## src/rtl/uart_pkg.sv

```systemverilog
// Shared types and helpers for the UART receiver and its FIFO.
package uart_pkg;

   typedef enum logic [1:0] {PAR_NONE, PAR_EVEN, PAR_ODD} parity_t;

   typedef enum logic [2:0] {INIT, IDLE, START, DATA, PARITY, STOP} rx_state_t;

   // Bits needed to index `value` entries; never returns less than 1.
   function automatic int unsigned clog2s(input int unsigned value);
      int unsigned w;
      w = 1;
      while ((32'd1 << w) < value) begin
         w++;
      end
      return w;
   endfunction

endpackage

```

## src/rtl/rx_fifo.sv

```systemverilog
// Small synchronous FIFO holding received characters with their error flags.
module rx_fifo import uart_pkg::*; #(
   parameter int unsigned WIDTH = 10,
   parameter int unsigned DEPTH = 4,
   localparam int unsigned AW = clog2s(DEPTH)
) (
   input  logic             clk,
   input  logic             rst_n,
   input  logic             push_i,
   input  logic [WIDTH-1:0] wdata_i,
   input  logic             pop_i,
   output logic [WIDTH-1:0] rdata_o,
   output logic             full_o,
   output logic             empty_o,
   output logic [AW:0]      count_o
);

   logic [WIDTH-1:0] mem_q [DEPTH];
   logic [AW-1:0]    wptr_q, rptr_q;
   logic [AW:0]      count_q;
   logic             do_push, do_pop;

   // A push into a full FIFO is accepted only when a pop frees a slot this cycle.
   always_comb begin
      empty_o = (count_q == '0);
      full_o  = (count_q == (AW+1)'(DEPTH));
      do_pop  = pop_i && !empty_o;
      do_push = push_i && (!full_o || do_pop);
      rdata_o = mem_q[rptr_q];
      count_o = count_q;
   end

   // Storage array; contents are only observed while non-empty, so no reset.
   always_ff @(posedge clk) begin
      if (do_push) begin
         mem_q[wptr_q] <= wdata_i;
      end
   end

   // Pointers wrap naturally at DEPTH (power of two); count tracks occupancy.
   always_ff @(posedge clk or negedge rst_n) begin
      if (!rst_n) begin
         wptr_q  <= '0;
         rptr_q  <= '0;
         count_q <= '0;
      end else begin
         if (do_push) begin
            wptr_q <= wptr_q + AW'(1);
         end
         if (do_pop) begin
            rptr_q <= rptr_q + AW'(1);
         end
         unique case ({do_push, do_pop})
            2'b10:   count_q <= count_q + (AW+1)'(1);
            2'b01:   count_q <= count_q - (AW+1)'(1);
            default: count_q <= count_q;
         endcase
      end
   end

endmodule

```

## src/rtl/uart_rx_fifo.sv

```systemverilog
// Oversampling UART receiver with majority vote, error flags, break detect and receive FIFO.
module uart_rx_fifo import uart_pkg::*; #(
   parameter int unsigned CLK_FREQUENCY = 100_000_000,
   parameter int unsigned BAUD_RATE     = 19_200,
   parameter int unsigned OVERSAMPLE    = 16,
   parameter int unsigned DATA_BITS     = 8,
   parameter parity_t     PARITY_MODE   = PAR_ODD,
   parameter int unsigned STOP_BITS     = 1,
   parameter int unsigned FIFO_DEPTH    = 4
) (
   input  logic                 clk,
   input  logic                 rst_n,
   input  logic                 Sin,
   input  logic                 ReceiveAck,
   input  logic                 ClrOverrun,
   output logic [DATA_BITS-1:0] Dout,
   output logic                 Receive,
   output logic                 parityErr,
   output logic                 frameErr,
   output logic                 overrun,
   output logic                 breakDet,
   output logic                 rxBusy
);

   localparam int unsigned DIV = CLK_FREQUENCY / (BAUD_RATE * OVERSAMPLE);
   localparam int unsigned DW  = clog2s(DIV);
   localparam int unsigned SW  = clog2s(OVERSAMPLE);
   localparam int unsigned BW  = clog2s(DATA_BITS);
   localparam int unsigned M   = OVERSAMPLE / 2;
   localparam int unsigned EW  = DATA_BITS + 2;
   localparam int unsigned CW  = clog2s(FIFO_DEPTH) + 1;

   logic [1:0]           rst_sync_q;
   logic                 rst_int_n;
   logic                 sync1_q, sync2_q, sync3_q;
   logic [DW-1:0]        div_q;
   logic [SW-1:0]        samp_q;
   logic                 tick;
   logic                 v0_q, v1_q;
   logic                 dec_valid, dec_bit;
   logic [DATA_BITS-1:0] shift_q;
   logic                 par_bit_q, perr_q, ferr_q;
   logic [BW-1:0]        bcnt_q;
   rx_state_t            state_q, state_d;
   logic                 fall, restart, last_data, last_stop, is_break, push, break_q;
   logic                 parity_bad, ferr_now, overrun_q;
   logic [EW-1:0]        fifo_wdata, fifo_rdata;
   logic                 fifo_full, fifo_empty, fifo_pop;
   logic [CW-1:0]        fifo_count;

   // Reset asserts immediately but releases on a clock edge.
   always_ff @(posedge clk or negedge rst_n) begin
      if (!rst_n) begin
         rst_sync_q <= '0;
      end else begin
         rst_sync_q <= {rst_sync_q[0], 1'b1};
      end
   end
   assign rst_int_n = rst_sync_q[1];

   // Two-flop synchroniser plus one extra stage for falling-edge detection.
   always_ff @(posedge clk or negedge rst_int_n) begin
      if (!rst_int_n) begin
         sync1_q <= 1'b1;
         sync2_q <= 1'b1;
         sync3_q <= 1'b1;
      end else begin
         sync1_q <= Sin;
         sync2_q <= sync1_q;
         sync3_q <= sync2_q;
      end
   end

   assign tick = (div_q == DW'(DIV - 1));
   assign fall = sync3_q && !sync2_q;

   // Tick divider and per-bit sample counter, realigned to a start edge.
   always_ff @(posedge clk or negedge rst_int_n) begin
      if (!rst_int_n) begin
         div_q  <= '0;
         samp_q <= '0;
      end else if (restart) begin
         div_q  <= '0;
         samp_q <= '0;
      end else if (tick) begin
         div_q  <= '0;
         samp_q <= (samp_q == SW'(OVERSAMPLE - 1)) ? '0 : samp_q + SW'(1);
      end else begin
         div_q <= div_q + DW'(1);
      end
   end

   // Capture samples M-1 and M; the third vote is the live sample at M+1.
   always_ff @(posedge clk or negedge rst_int_n) begin
      if (!rst_int_n) begin
         v0_q <= 1'b1;
         v1_q <= 1'b1;
      end else if (tick) begin
         if (samp_q == SW'(M - 1)) v0_q <= sync2_q;
         if (samp_q == SW'(M))     v1_q <= sync2_q;
      end
   end

   assign dec_valid  = tick && (samp_q == SW'(M + 1));
   assign dec_bit    = (v0_q & v1_q) | (v0_q & sync2_q) | (v1_q & sync2_q);
   assign last_data  = (bcnt_q == BW'(DATA_BITS - 1));
   assign last_stop  = (bcnt_q == BW'(STOP_BITS - 1));
   assign parity_bad = ((^shift_q) ^ dec_bit) != (PARITY_MODE == PAR_ODD);
   assign ferr_now   = ferr_q || !dec_bit;

   // FSM state register.
   always_ff @(posedge clk or negedge rst_int_n) begin
      if (!rst_int_n) begin
         state_q <= INIT;
      end else begin
         state_q <= state_d;
      end
   end

   // FSM next-state logic.
   always_comb begin
      state_d = state_q;
      unique case (state_q)
         INIT:   if (tick && sync2_q) state_d = IDLE;
         IDLE:   if (fall) state_d = START;
         START:  if (dec_valid) state_d = dec_bit ? IDLE : DATA;
         DATA:   if (dec_valid && last_data) begin
                    state_d = (PARITY_MODE == PAR_NONE) ? STOP : PARITY;
                 end
         PARITY: if (dec_valid) state_d = STOP;
         STOP:   if (is_break) begin
                    state_d = INIT;
                 end else if (dec_valid && last_stop) begin
                    state_d = ferr_now ? INIT : IDLE;
                 end
         default: state_d = INIT;
      endcase
   end

   // FSM outputs: realign, break and push strobes, busy flag.
   always_comb begin
      restart  = (state_q == IDLE) && fall;
      is_break = dec_valid && (state_q == STOP) && (bcnt_q == '0) && !dec_bit &&
                 (shift_q == '0) && !par_bit_q;
      push     = dec_valid && (state_q == STOP) && last_stop && !is_break;
      rxBusy   = (state_q != IDLE) && (state_q != INIT);
   end

   // Character datapath: shift register, parity/stop flags, bit counter.
   always_ff @(posedge clk or negedge rst_int_n) begin
      if (!rst_int_n) begin
         shift_q   <= '0;
         par_bit_q <= 1'b0;
         perr_q    <= 1'b0;
         ferr_q    <= 1'b0;
         bcnt_q    <= '0;
      end else if (restart) begin
         par_bit_q <= 1'b0;
         perr_q    <= 1'b0;
         ferr_q    <= 1'b0;
         bcnt_q    <= '0;
      end else if (dec_valid) begin
         case (state_q)
            DATA: begin
               shift_q <= {dec_bit, shift_q[DATA_BITS-1:1]};
               bcnt_q  <= last_data ? '0 : bcnt_q + BW'(1);
            end
            PARITY: begin
               par_bit_q <= dec_bit;
               perr_q    <= parity_bad;
            end
            STOP: begin
               if (!dec_bit) ferr_q <= 1'b1;
               bcnt_q <= bcnt_q + BW'(1);
            end
            default: ;
         endcase
      end
   end

   // Break pulse and sticky overrun; a drop beats a simultaneous clear.
   always_ff @(posedge clk or negedge rst_int_n) begin
      if (!rst_int_n) begin
         break_q   <= 1'b0;
         overrun_q <= 1'b0;
      end else begin
         break_q <= is_break;
         if (push && fifo_full && !fifo_pop) begin
            overrun_q <= 1'b1;
         end else if (ClrOverrun) begin
            overrun_q <= 1'b0;
         end
      end
   end

   assign fifo_wdata = {shift_q, perr_q, ferr_now};
   assign fifo_pop   = ReceiveAck && Receive;

   rx_fifo #(
      .WIDTH (EW),
      .DEPTH (FIFO_DEPTH)
   ) u_fifo (
      .clk     (clk),
      .rst_n   (rst_int_n),
      .push_i  (push),
      .wdata_i (fifo_wdata),
      .pop_i   (fifo_pop),
      .rdata_o (fifo_rdata),
      .full_o  (fifo_full),
      .empty_o (fifo_empty),
      .count_o (fifo_count)
   );

   // Head entry is forced to zero while empty so stale data never shows.
   always_comb begin
      Receive   = (fifo_count != '0);
      Dout      = fifo_empty ? '0 : fifo_rdata[EW-1:2];
      parityErr = fifo_empty ? 1'b0 : fifo_rdata[1];
      frameErr  = fifo_empty ? 1'b0 : fifo_rdata[0];
      overrun   = overrun_q;
      breakDet  = break_q;
   end

endmodule

```

## config.mk

```make
export PLATFORM = sky130hd
export DESIGN_NAME = uart_rx_fifo
export DESIGN_NICKNAME = d
export VERILOG_FILES = /design/src/rtl/uart_pkg.sv /design/src/rtl/rx_fifo.sv /design/src/rtl/uart_rx_fifo.sv
export SDC_FILE = /design/constraint.sdc
export NUM_CORES = 1
export LEC_CHECK = 0
export CORE_ASPECT_RATIO = 0.7
export CORE_UTILIZATION = 45
export CTS_CLUSTER_SIZE = 24
export DETAILED_ROUTE_END_ITERATION = 10
export DONT_BUFFER_PORTS = 1
export HOLD_SLACK_MARGIN = 0.02
export PLACE_DENSITY = 0.61
export SKIP_CTS_REPAIR_TIMING = 1
export SKIP_LAST_GASP = 1
export SYNTH_ARGS = -nofsm -noshare
export SYNTH_HDL_FRONTEND = slang
export SYNTH_SLANG_ARGS = --single-unit
```

## constraint.sdc

```tcl
create_clock -name clk -period 1.7 [get_ports clk]
set_clock_uncertainty 0.1 [all_clocks]
set_input_delay 0.17 -clock clk [delete_from_list [all_inputs] [get_ports clk]]
set_output_delay 0.17 -clock clk [all_outputs]
set_load 0.02 [all_outputs]
```

* Yosys cells after proc, flatten, opt, wreduce, memory -nomap -nowiden
Memory sizes are Yosys's and may differ from the RTL's.
Cells that the tools add are included.
** Word-level totals
- RAM bits :: 40
- Input bits :: 5
- Flip-flop bits (word level) :: 46
- Memories :: 1
- Output and inout bits :: 14
** Operators by class
- Multiplexer cells :: 37
- Bitwise gates (word level) :: 8
- Eq/ne operators :: 22
- Add/subtract/negate cells :: 7
- Reduce and logical (&&, ||, !) cells :: 48
** Memory list
- u_fifo.mem_q :: words 4, width 10, rd ports 1, clocked after memory_dff 0, wr ports 1, line rx_fifo.sv:18 : logic [WIDTH-1:0] mem_q [DEPTH];
** Operators with widths (count)
- 2-to-1 mux 3 bit :: 10
- logical AND 1 bit :: 18
- 2-to-1 mux 9 bit :: 2
- case mux 3 bit (6 select lines) :: 1
- 2-to-1 mux 1 bit :: 17
- == test 3 bit (second input constant) :: 4
- == test 4 bit (second input constant) :: 3
- 2-to-1 mux 4 bit :: 3
- case mux 3 bit (2 select lines) :: 2
- nonzero test 2 bit :: 6
- inequality test 2 bit (second input constant) :: 5
- adder 9 x 1 -> 9 bit (second input constant) :: 1
- == test 9 bit (second input constant) :: 1
- logical NOT 3 bit :: 3
- nonzero test 3 bit :: 3
- logical NOT 8 bit :: 1
- 2-to-1 mux 8 bit :: 1
- AND reduction 2 bit :: 4
- parity 8 bit :: 1
- logical NOT 1 bit :: 7
- adder 3 x 1 -> 3 bit (second input constant) :: 2
- == test 3 x 2 -> 1 bit (second input constant) :: 2
- AND reduction 3 bit :: 2
- AND reduction 6 bit :: 1
- 16 further kinds :: 22

* Logic depth before layout (Yosys ltp)
- Word-level depth :: 12
- Depth in mapped cells :: 13
- Depth with buffers taken out :: 12

* Modules after synthesis
Synthesis repeated with hierarchy kept, for this count alone.
** Unflattened totals
- Cells, all modules :: 303
- Area, all modules :: 3973.8 µm²
** By module, submodules not included
- uart_rx_fifo :: cells each 213, times used 1, area each 2100.8 µm²
- rx_fifo :: cells each 90, times used 1, area each 1873.0 µm²

* Worst setup path before layout
OpenSTA, ideal clock, no wires.
- Path kind :: flip-flop to flip-flop
- From :: register div_q[0]
- To :: register u_fifo.count_q[2] (netlist: u_fifo.count_o[2])
- Period minus slack after synthesis :: 2.489 ns
- Arrival time :: 2.310 ns
- Library setup time :: 0.079 ns
- Cell stages (with the launch flop) :: 14
- Data required time :: 1.521 ns
- Path buffers :: 1
- Setup slack :: -0.789 ns
- Cells stage by stage :: dfrtp_1 > inv_1 > ha_1 > and4bb_4 > and3_4 > and4_4 > buf_6 > inv_1 > ha_1 > inv_1 > fa_1 > xor2_1 > nor2_1 > xor2_1
** Between the ends
- Cells in the longest elaborated chain, start to end :: 12
- Elaborated cells on any way between the ends :: 14
- Classes of those cells :: 3 x eq/ne; 1 x mux; 10 x reduce/logical
** RTL lines
- start, declared :: line uart_rx_fifo.sv:36 : logic [DW-1:0] div_q;
- start signal, assigned :: line uart_rx_fifo.sv:89 : div_q <= div_q + DW'(1);
- == test 9 bit (*) :: line uart_rx_fifo.sv:74 : assign tick = (div_q == DW'(DIV - 1));
- logical AND 1 bit (*) :: line uart_rx_fifo.sv:104 : assign dec_valid = tick && (samp_q == SW'(M + 1));
- logical AND 1 bit (*) (2 in a row) :: line uart_rx_fifo.sv:143, uart_rx_fifo.sv:145
- logical AND 1 bit (2 in a row) :: line uart_rx_fifo.sv:143 : is_break = dec_valid && (state_q == STOP) && (bcnt_q == '0) && !dec_bit &&
- logical AND 1 bit :: line uart_rx_fifo.sv:144 : (shift_q == '0) && !par_bit_q;
- logical NOT 1 bit :: line uart_rx_fifo.sv:145 : push = dec_valid && (state_q == STOP) && last_stop && !is_break;
- logical AND 1 bit (*) :: line uart_rx_fifo.sv:145
- logical AND 1 bit (*) :: line rx_fifo.sv:28 : do_push = push_i && (!full_o || do_pop);
- == test 2 x 1 -> 1 bit or == test 2 bit (tied branches) :: line rx_fifo.sv:53 : unique case ({do_push, do_pop})
- case mux 3 bit (2 select lines) or nonzero test 2 bit (tied branches)
- end signal, assigned :: line rx_fifo.sv:54 : 2'b10: count_q <= count_q + (AW+1)'(1);
- end signal, assigned :: line rx_fifo.sv:55 : 2'b01: count_q <= count_q - (AW+1)'(1);
- end signal, assigned :: line rx_fifo.sv:56 : default: count_q <= count_q;
- end, declared :: line rx_fifo.sv:20 : logic [AW:0] count_q;
Mark *: on every way between the ends. The rest lies on a longest branch, timed or not.
A chain may end at the register's enable or synchronous reset.

* Worst setup path after layout
- From :: register div_q[1]
- To :: register u_fifo.count_q[2] (netlist: u_fifo.count_o[2])
The elaborated chain is that of the path after synthesis.

==> key figures <==
Status
  – Status: finished with violations
  – Violated checks: negative setup slack

Cells and area
  – Layout cell share with drive strength beyond 1: 37.9%
  – # diodes: 0
  – Final Util: 60.6%
  – Final net count: 398
  – P&R area growth vs syn: 29.3%

Setup path
  – Crit path kind: reg -> reg
  – Max incr delay on CP: about 0.39 ns
  – CP max-delay cell: dfrtp_1
  – Arr. time, crit path: 2.39 ns
  – Crit path max-delay family: simple AND/OR/NAND/NOR gates
  – Worst path required time: roughly 1.8 ns
  – Buffers plus inverters on the worst setup path: 3
  – Crit Path Max Fanout: 2
  – Critical path, cell by cell: inv_2 -> ha_4 -> and4bb_4 -> and3_4 -> and4_4 -> inv_2 -> ha_4 -> inv_2 -> fa_2 -> xor2_1 -> nor2_1 -> xor2_1
  – Critical path capture point type: register
  – Worst setup SP type: register
  – CP most frequent cell: inv_2

STA
  – Clock period minus worst slack: between 2 and 2.5 ns
  – Final hold violations: 0
  – Tcrit/Tclk final: 134%
  – Final setup violation count: 70
  – RSZ-0062 raised after global routing: true
  – Final Worst Setup Slack: -0.571 ns
  – Final Max Slew Viols: 0
  – Max Freq: roughly 0.44 GHz
  – Hold slack: ~0.034 ns

Clock tree
  – H-tree levels: 3
  – Clock root buffer: clkbuf_16
  – Clock Latency Late Sink: 0.34 ns
  – Cts bufs inserted: 9
  – CTS tree: built
  – CTS clock-pin slew for the worst setup and hold paths: 0.06 ns
  – Clock sinks: 86
  – Worst-case clock buffer depth: 2

Power and ir drop
  – Lkg Pwr: roughly 2.3 nW
  – Maximum VDD drop: 0.000532 V
  – Power Density: 776 nW/um^2

Yosys
  – Yosys warning count: 0
  – Most used DFF post-synth: dfrtp_1
  – EDFF count, synth: 40
  – Syn_nets: 317
  – Ys async rst share: 53.5%
  – Syn Inst Count: 294
  – Post-Syn Area per Cell: 13.6 um^2
  – Synthesized area: 4010 um^2
  – #FFs+latches synth: 86
  – Netlist cell types: between 50 and 60
  – Register area share after synthesis: between 50% and 60%

Route
  – WL per Instance: about 15 um
  – Via/cell ratio: 5.02
  – ANT nets after route: 0
  – Final WL: approximately 7700 um
  – 1st-iter DRT viols: ~170
  – Drt pass-1 iters: 4
  – Remaining DRCs: 0
  – Via Count: 2,511

Die
  – Die Width: roughly 110 um
  – Ports: 19
  – Die Ht: 81.0 um
  – DIE AREA: 9300 um^2
  – Core area: 8550 um^2
  – Row count: 28
  – Initial Util: 46.9%

Global routing
  – GRT overflow: 0
  – Initial antenna violation count: 0
  – Vias in the first global route: 2,509
  – Largest net degree at the start of global routing: 30
  – Global-route wire length before repair: 12,100 um
  – Overall Global Routing Usage: around 18%

Job
  – Max_cap viols: 0

Hold path
  – HP Class: in -> reg

Place
  – IO Port Bufs: 0
  – Dpl hpwl: around 5200 um
  – Gpl congestion: 0.779
-- layout by cell type, fill, tap and decap left out, types with 4 or more instances in the layout --
cell / count
buf_4: 62
dfrtp_1: 40
edfxtp_1: 40
nor2_1: 19
inv_1: 16
ha_1: 14
and2_1: 12
xor2_1: 11
mux2i_1: 11
mux4_2: 10
and2_4: 9
a21oi_1: 9
clkbuf_16: 9
xnor2_1: 8
inv_2: 7
nand3_1: 7
nand2_1: 7
buf_6: 6
nand4_1: 5
dfstp_2: 5
dlygate4sd3_1: 4
-- final timing paths --
| check | startpoint | endpoint | slack, ns | depth (start not counted) |
|---|---|---|---|---|
| setup / recovery | div_q[1] | u_fifo.count_o[2] | -0.57 | 12 |
| hold / removal | ReceiveAck | overrun | 0.03 | 3 |
| min in group asynchronous | rst_sync_q[1] | div_q[7] | 0.08 | 0 |
| setup reg to reg | div_q[1] | u_fifo.count_o[2] | -0.57 | 12 |
| hold reg to reg | rst_sync_q[1] | div_q[7] | 0.08 | 0 |
| max in group asynchronous | rst_sync_q[1] | sync3_q | 0.87 | 1 |
-- state kept, by name, summed over array words and instances (netlist names) --
register and cells:
u_fifo.mem_q 40, sync1_q 1, u_fifo.wptr_q 2, bcnt_q 3, sync2_q 1, sync3_q 1
par_bit_q 1, samp_q 4, rst_sync_q 2, v1_q 1, u_fifo.rptr_q 2, perr_q 1
state_q 3, shift_q 8, div_q 9, breakDet 1, v0_q 1, overrun 1
u_fifo.count_o 3, ferr_q 1
-- layer usage --
layer  track usage, %  routed length (um)  up-vias
li1                 -                   -     1220
met1             22.3                3650     1249
met2             29.2                3680       37
met3             5.60                 333        5
met4             5.45                  59        0
met5                0                   0        -
-- power by group --
part	internal, mW	switching [mW]
Clock	1.00	0.808
Sequential	2.17	0.00936
Combinational	0.0137	0.0181
-- tightest hold or removal path: stages --
cell	delay [ns]
or4b_4	0.10
buf_4	0.09
o22ai_1	0.06
-- cells by family (layout without fill, tap and decap cells) --
kind of cell	after synthesis	count (layout)	share of synthesized area, %
AOI/OAI and AO/OA	24	24	3.59
xor gates and xnor gates	19	19	4.15
adders and majority gates	19	19	6.09
buffers and inverters	31	113	3.25
DFF	86	86	58.8
muxes	25	25	9.68
other	1	1	0.0935
and+or+nand+nor	89	93	14.3
-- cell type report --
type                            count  area [um^2]
Clock buffer                       10          229
Inverter                           23         86.3
Fill cell                         713         3370
Clock inverter                      6         46.3
Sequential cell                    86         2360
Timing Repair Buffer               74          613
Multi-Input combinational cell    181         1700
Tap cell                          120          150
-- synthesized netlist by cell type (3+ instances only) --
cell type	number	area, um^2
a21oi_1	10	50.1
and2_1	17	106
clkbuf_1	4	15.0
dfrtp_1	41	1030
dfstp_2	5	131
edfxtp_1	40	1200
ha_1	17	213
inv_1	23	86.3
mux2i_1	11	110
mux4_2	10	225
nand2_1	8	30.0
nand2b_1	3	18.8
nand3_1	8	40.0
nand4_1	5	31.3
nor2_1	20	75.1
nor2b_1	3	18.8
o21ai_0	5	25.0
xnor2_1	8	70.1
xor2_1	11	96.3
-- per-stage QoR --
step	instance area (um^2)	setup WS, ns	instances	power [mW]	setup TNS (ns)
after detailed placement	4670	-0.608	473	2.25	-21.94
final	5180	-0.571	500	4.02	-19.22
after global placement	4670	-0.556	473	2.25	-19.42
after CTS	4940	-0.629	489	4.07	-25.20
after global routing	5180	-0.678	500	4.16	-23.02
after floorplan	4040	-0.687	294	2.23	-16.04
Power figures use the tool's default switching activity.
==> RTL edit 1: new RTL, same flow settings <==
Put a register stage on the output `parityErr`, cleared by the reset. The value now appears one clock later. The other outputs are not delayed to match.
--- a/src/rtl/uart_rx_fifo.sv
+++ b/src/rtl/uart_rx_fifo.sv
@@ -29,6 +29,8 @@
    localparam int unsigned M   = OVERSAMPLE / 2;
    localparam int unsigned EW  = DATA_BITS + 2;
    localparam int unsigned CW  = clog2s(FIFO_DEPTH) + 1;
+
+   logic parityErr_d;
 
    logic [1:0]           rst_sync_q;
    logic                 rst_int_n;
@@ -215,11 +217,19 @@
    always_comb begin
       Receive   = (fifo_count != '0);
       Dout      = fifo_empty ? '0 : fifo_rdata[EW-1:2];
-      parityErr = fifo_empty ? 1'b0 : fifo_rdata[1];
+      parityErr_d = fifo_empty ? 1'b0 : fifo_rdata[1];
       frameErr  = fifo_empty ? 1'b0 : fifo_rdata[0];
       overrun   = overrun_q;
       breakDet  = break_q;
    end
 
+   always_ff @(posedge clk or negedge rst_n) begin
+      if (!rst_n) begin
+         parityErr <= '0;
+      end else begin
+         parityErr <= parityErr_d;
+      end
+   end
+
 endmodule
 
Check against the original RTL: no difference found for any inputs over 10 cycles, from zero or initial values and one cycle with rst_n low; that may be too few to reach the edited logic, so the function may still have changed.
==> RTL edit 1 against the unedited design <==
- the run still ends with setup timing left
- power is 4.3% higher
- final cell count up 2.6%
- first-iteration DRC count shrank 18%
- area after synthesis increased by 0.62%
- sequential cell count increased by 1
- routed wire length rose by 5.1%
- design area is 4.2% higher
- setup slack worse by 12 ps
- die area is 0.61% higher
- fmax decreased by 0.51%
- global-route usage up 0.59 points
- largest cell class unchanged
- highest routed layer unchanged
==> RTL edit 1: results (changes against the unedited design) <==
* Synthesized Nets at 318 (was 317)
* Sw frac at 19.28% (was 20.77%)
* Antenna violations before repair at 0 (unchanged)
* First-pass GRT wire length at 12450 um (was 12120 um)
* Met3 GRT Util at 5.075% (was 5.597%)
* Setup slack after layout at -582.5 ps (was -570.9 ps)
* Vias in the first global route at 2532 (was 2509)
* Peak VDD IR at 0.5236 mV (was 0.5322 mV)
* Largest net degree at the start of global routing at 20 (was 30)
* CP peak stage delay at 380 ps
* Crit. Startpoint: div_q[0] (was div_q[1])
* Post-synth top cells: dfrtp_1 (42), edfxtp_1 (40), inv_1 (23), nor2_1 (20) (was dfrtp_1 (41), edfxtp_1 (40), inv_1 (23), nor2_1 (20))
* Met1 Usage GRT at 25.58% (was 22.33%)
* Worst Setup EP: u_fifo.count_o[2] (unchanged)
* Pre-CTS setup slack at -626.4 ps (was -607.6 ps)
* DP HPWL at 5497 um (was 5219 um)
* Drt total wl at 8118 um (was 7724 um)
* Nets at 411 (was 398)
* Leak pwr at 2.382 nW (was 2.289 nW)
* CP arrival at 2400 ps
* Post-synthesis async set-or-reset flop share at 54.02% (was 53.49%)
* Area contributors post-synth: edfxtp_1 (30%), dfrtp_1 (26%), mux4_2 (5.6%), ha_1 (5.3%), dfstp_2 (3.3%) (unchanged)
* Mean post-synth cell area at 13.67 sq um (was 13.64 sq um)
* Slowest stage cell, crit path: dfrtp_1 (unchanged)
* Initial DRC Count at 137 (was 167)
* Clk pin slew, worst setup/hold paths at 60 ps (about the same)
* Status: finished with violations (unchanged)
* Setup TNS at -22960 ps (was -19220 ps)
* Worst R2R Setup Slack at -580 ps
* Final std cells w/o fill at 513 (was 500)
* PwrDens at 776.9 nW/um^2 (was 775.8 nW/um^2)
* Max FO, Critical Path at 3 (was 2)
* ANT cells at 0 (unchanged)
* DR vias/cell at 5.051 (was 5.022)
* Dpl cells at 480 (was 473)
* Post-Synth Adder-Cell Area at 6.048% (was 6.086%)
* Layout cells sized above 1 at 40.71% (was 37.89%)
* # port buffers at 0 (unchanged)
* Post-placement cell area at 4790 sq um (was 4669 sq um)
* Clock Latency Late Sink at 340 ps (about the same)
* Warnings from Yosys at 0 (unchanged)
* Hold crit path type: primary input to flop (unchanged)
* TritonCTS buffer count at 9 (unchanged)
* Failing checks: setup timing (unchanged)
* Met2 global-route usage at 26.93% (was 29.21%)
* XOR/XNOR Fraction of Synth Area at 4.125% (was 4.151%)
* EDFF count, synth at 40 (unchanged)
* Post-synthesis mux area share at 9.615% (was 9.675%)
* GP Congestion at 0.7877 (was 0.7790)
* Seq/Total Area, Yosys at 59.09% (was 58.83%)
* Post-synth cell types at 56 (unchanged)
* Total track usage at 18.23% (was 17.64%)
* Synth Area in Compound Gates at 3.567% (was 3.589%)
* Final Setup Violations at 74 (was 70)
* Worst hold start: ReceiveAck (unchanged)
## RTL edit 1: cell types whose count changed after synthesis
cell / change
dfrtp_1: +1
## RTL edit 1: routing by layer
metal	up-vias	share of wire, %
met1	1283	49
met5	-	0
li1	1244	-
met4	0	1.4
met2	53	45
met3	11	4.8
## RTL edit 1: how the worst min path moves through the flow
stage | end | slack [ps] | cells past startpoint
floorplan | parityErr | -230 | 0
global placement | parityErr | -230 | 0
detailed placement | rst_sync_q[0] | -230 | 0
CTS | rst_sync_q[1] | -590 | 0
global route | overrun | 30 | 3
finish | overrun | 30 | 3
## RTL edit 1: area by class of cell
class                      instances  area (sq um)
clock buffer                      11         242.7
multi-input combinational        177          1668
timing repair buffer              90         808.3
sequential                        87          2385
tap                              120         150.1
fill                             657          3186
inverter                          23         86.33
clock inverter                     5         57.56
==> RTL edit 2: new RTL, same settings <==
Made on the original files. `FIFO_DEPTH`: 4 -> 8.
--- a/src/rtl/uart_rx_fifo.sv
+++ b/src/rtl/uart_rx_fifo.sv
@@ -6,7 +6,7 @@
    parameter int unsigned DATA_BITS     = 8,
    parameter parity_t     PARITY_MODE   = PAR_ODD,
    parameter int unsigned STOP_BITS     = 1,
-   parameter int unsigned FIFO_DEPTH    = 4
+   parameter int unsigned FIFO_DEPTH    = 8
 ) (
    input  logic                 clk,
    input  logic                 rst_n,
Function: same outputs for any inputs over 10 cycles, from zero or initial values and one cycle with rst_n low; that may be too few to reach the edited logic, so the function may still have changed.
==> RTL edit 2 against the unedited design <==
- sequential cell count up 43
- area after synthesis up 45%
- sequential share of layout area up 1.8 points
- setup slack worse by 150 ps
- highest routed layer unchanged
- the flow still finishes with violations (setup timing)
- design area up 48%
- largest power group is now the clock network
- power up 110%
- largest cell class unchanged
- non-clock buffer count up 32
- routed wire length up 59%
- first-iteration DRC count up 51%
==> RTL edit 2: results (changes against the unedited design) <==
* Sequential cell fraction of total power at 41.5% (was 54.2%)
* Clock Latency Late Sink at 420 ps (was 340 ps)
* Layout cells sized above 1 at 37.76% (was 37.89%)
* Pre-CTS setup slack at -736.4 ps (was -607.6 ps)
* Root buffer cell: clkbuf_16 (unchanged)
* Final hold slack at 12.61 ps (was 33.60 ps)
* TritonCTS buffer count at 17 (was 9)
* Total track usage at 20.17% (was 17.64%)
* Post-synth top cells: edfxtp_1 (80), dfrtp_1 (44), nor2_1 (27), inv_1 (21), mux4_2 (20) (was dfrtp_1 (41), edfxtp_1 (40), inv_1 (23), nor2_1 (20))
* Post-synthesis async set-or-reset flop share at 37.98% (was 53.49%)
* Routed WL per cell at 18.06 um (was 15.45 um)
* Largest net degree at the start of global routing at 48 (was 30)
* CTS Buffer Depth at 2 (unchanged)
* Peak VDD IR at 1.385 mV (was 0.5322 mV)
* Clock group at 3.49 mW (was 1.81 mW)
* Residual DRC count at 0 (unchanged)
* Area delta synth->final at 32.38% (was 29.28%)
* Clk pwr share at 42.0% (was 45.0%)
* H-tree Lvls at 4 (was 3)
* Biggest registers after layout: u_fifo.mem_q x80, div_q x9, shift_q x8 (was u_fifo.mem_q x40, div_q x9, shift_q x8)
* Nets at 526 (was 398)
* Dpl cells at 633 (was 473)
* Top_reg_cell synth: edfxtp_1 (was dfrtp_1)
* Failing checks: setup timing (unchanged)
* Setup TNS at -53970 ps (was -19220 ps)
* Initial DRC Count at 252 (was 167)
* Area contributors post-synth: edfxtp_1 (41%), dfrtp_1 (19%), mux4_2 (7.8%), ha_1 (3.2%), mux2i_1 (2.9%) (was edfxtp_1 (30%), dfrtp_1 (26%), mux4_2 (5.6%), ha_1 (5.3%), dfstp_2 (3.3%))
* Cell Int Power at 6.192 mW (was 3.185 mW)
* Detailed Routing Iterations Pass 1 at 5 (was 4)
* First-pass GRT wire length at 19820 um (was 12120 um)
* Vias at 3736 (was 2511)
* GP Congestion at 0.7693 (was 0.7790)
* Seq/Total Area, Yosys at 62.63% (was 58.83%)
* Post-placement cell area at 6882 sq um (was 4669 sq um)
* Slowest stage cell, crit path: dfrtp_1 (unchanged)
* Synth top area share at 41.40% (was 29.96%)
* Leak pwr at 3.201 nW (was 2.289 nW)
* Final std cells w/o fill at 681 (was 500)
* Final Setup Violations at 136 (was 70)
* CP arrival at 2610 ps (was 2390 ps)
* Post-synth cell types at 69 (was 56)
* DP HPWL at 8122 um (was 5219 um)
* # fillers at 924 (was 713)
* Mean post-synth cell area at 14.62 sq um (was 13.64 sq um)
* Synthesized Nets at 417 (was 317)
* EDFF count, synth at 80 (was 40)
* Vias in the first global route at 3692 (was 2509)
* Setup slack after layout at -721.5 ps (was -570.9 ps)
* ANT cells at 0 (unchanged)
* Status: finished with violations (unchanged)
==> RTL edit 2: changes by cell type in the layout (fill, tap and decap cells not counted), moves of 9 or more <==
cell,before,now
and2_1,12,2
and2_4,9,0
buf_12,2,14
buf_4,62,86
edfxtp_1,40,80
mux4_2,10,20
nand2_1,7,16
==> RTL edit 2: logic make-up (layout without fill, tap and decap cells) <==
group           count (synthesis)  after routing  synth area share (%)
fa+ha+maj                      16             16                 3.428
xor+xnor                       17             17                 2.566
flops                         129            129                 62.63
other cells                     1              1               0.06462
compound gates                 46             46                 5.800
mux                            41             41                 11.53
buf+inv                        37            159                 2.717
simple gates                  110            110                 11.26
==> RTL edit 2: final timing paths <==
check                         startpoint                 to  cells after the start
max in group asynchronous          rst_n      rst_sync_q[1]                      2
setup / recovery              shift_q[7]  u_fifo.count_o[2]                     11
setup reg to reg              shift_q[7]  u_fifo.count_o[2]                     11
hold reg to reg            rst_sync_q[1]          samp_q[2]                      1
hold / removal                ReceiveAck  u_fifo.count_o[3]                      3
min in group asynchronous  rst_sync_q[1]          samp_q[2]                      1
==> RTL edit 2: worst register-to-register path: stages (launching register included) <==
cell and delay [ps]:
dfrtp_1 390, inv_2 100, ha_4 150, nand4b_1 190, o311ai_4 270, o21ai_1 120
xnor2_1 170, ha_2 200, and3b_1 160, and4_4 210, and4_4 220, a211oi_2 40
==> RTL edit 2: cell type report <==
cell class	instances	area share, %
sequential	129	47.33
clock buffer	19	5.635
multi-input combinational	231	28.71
tap	162	2.638
inverter	21	1.026
clock inverter	13	1.808
timing repair buffer	106	12.85
==> RTL edit 2: routing by layer <==
metal / up-vias / wire (um) / track usage, %
met5: - / 0 / 0
met2: 103 / 5618 / 28.26
li1: 1741 / - / -
met4: 0 / 113 / 5.602
met3: 11 / 619 / 5.660
met1: 1881 / 5948 / 30.56
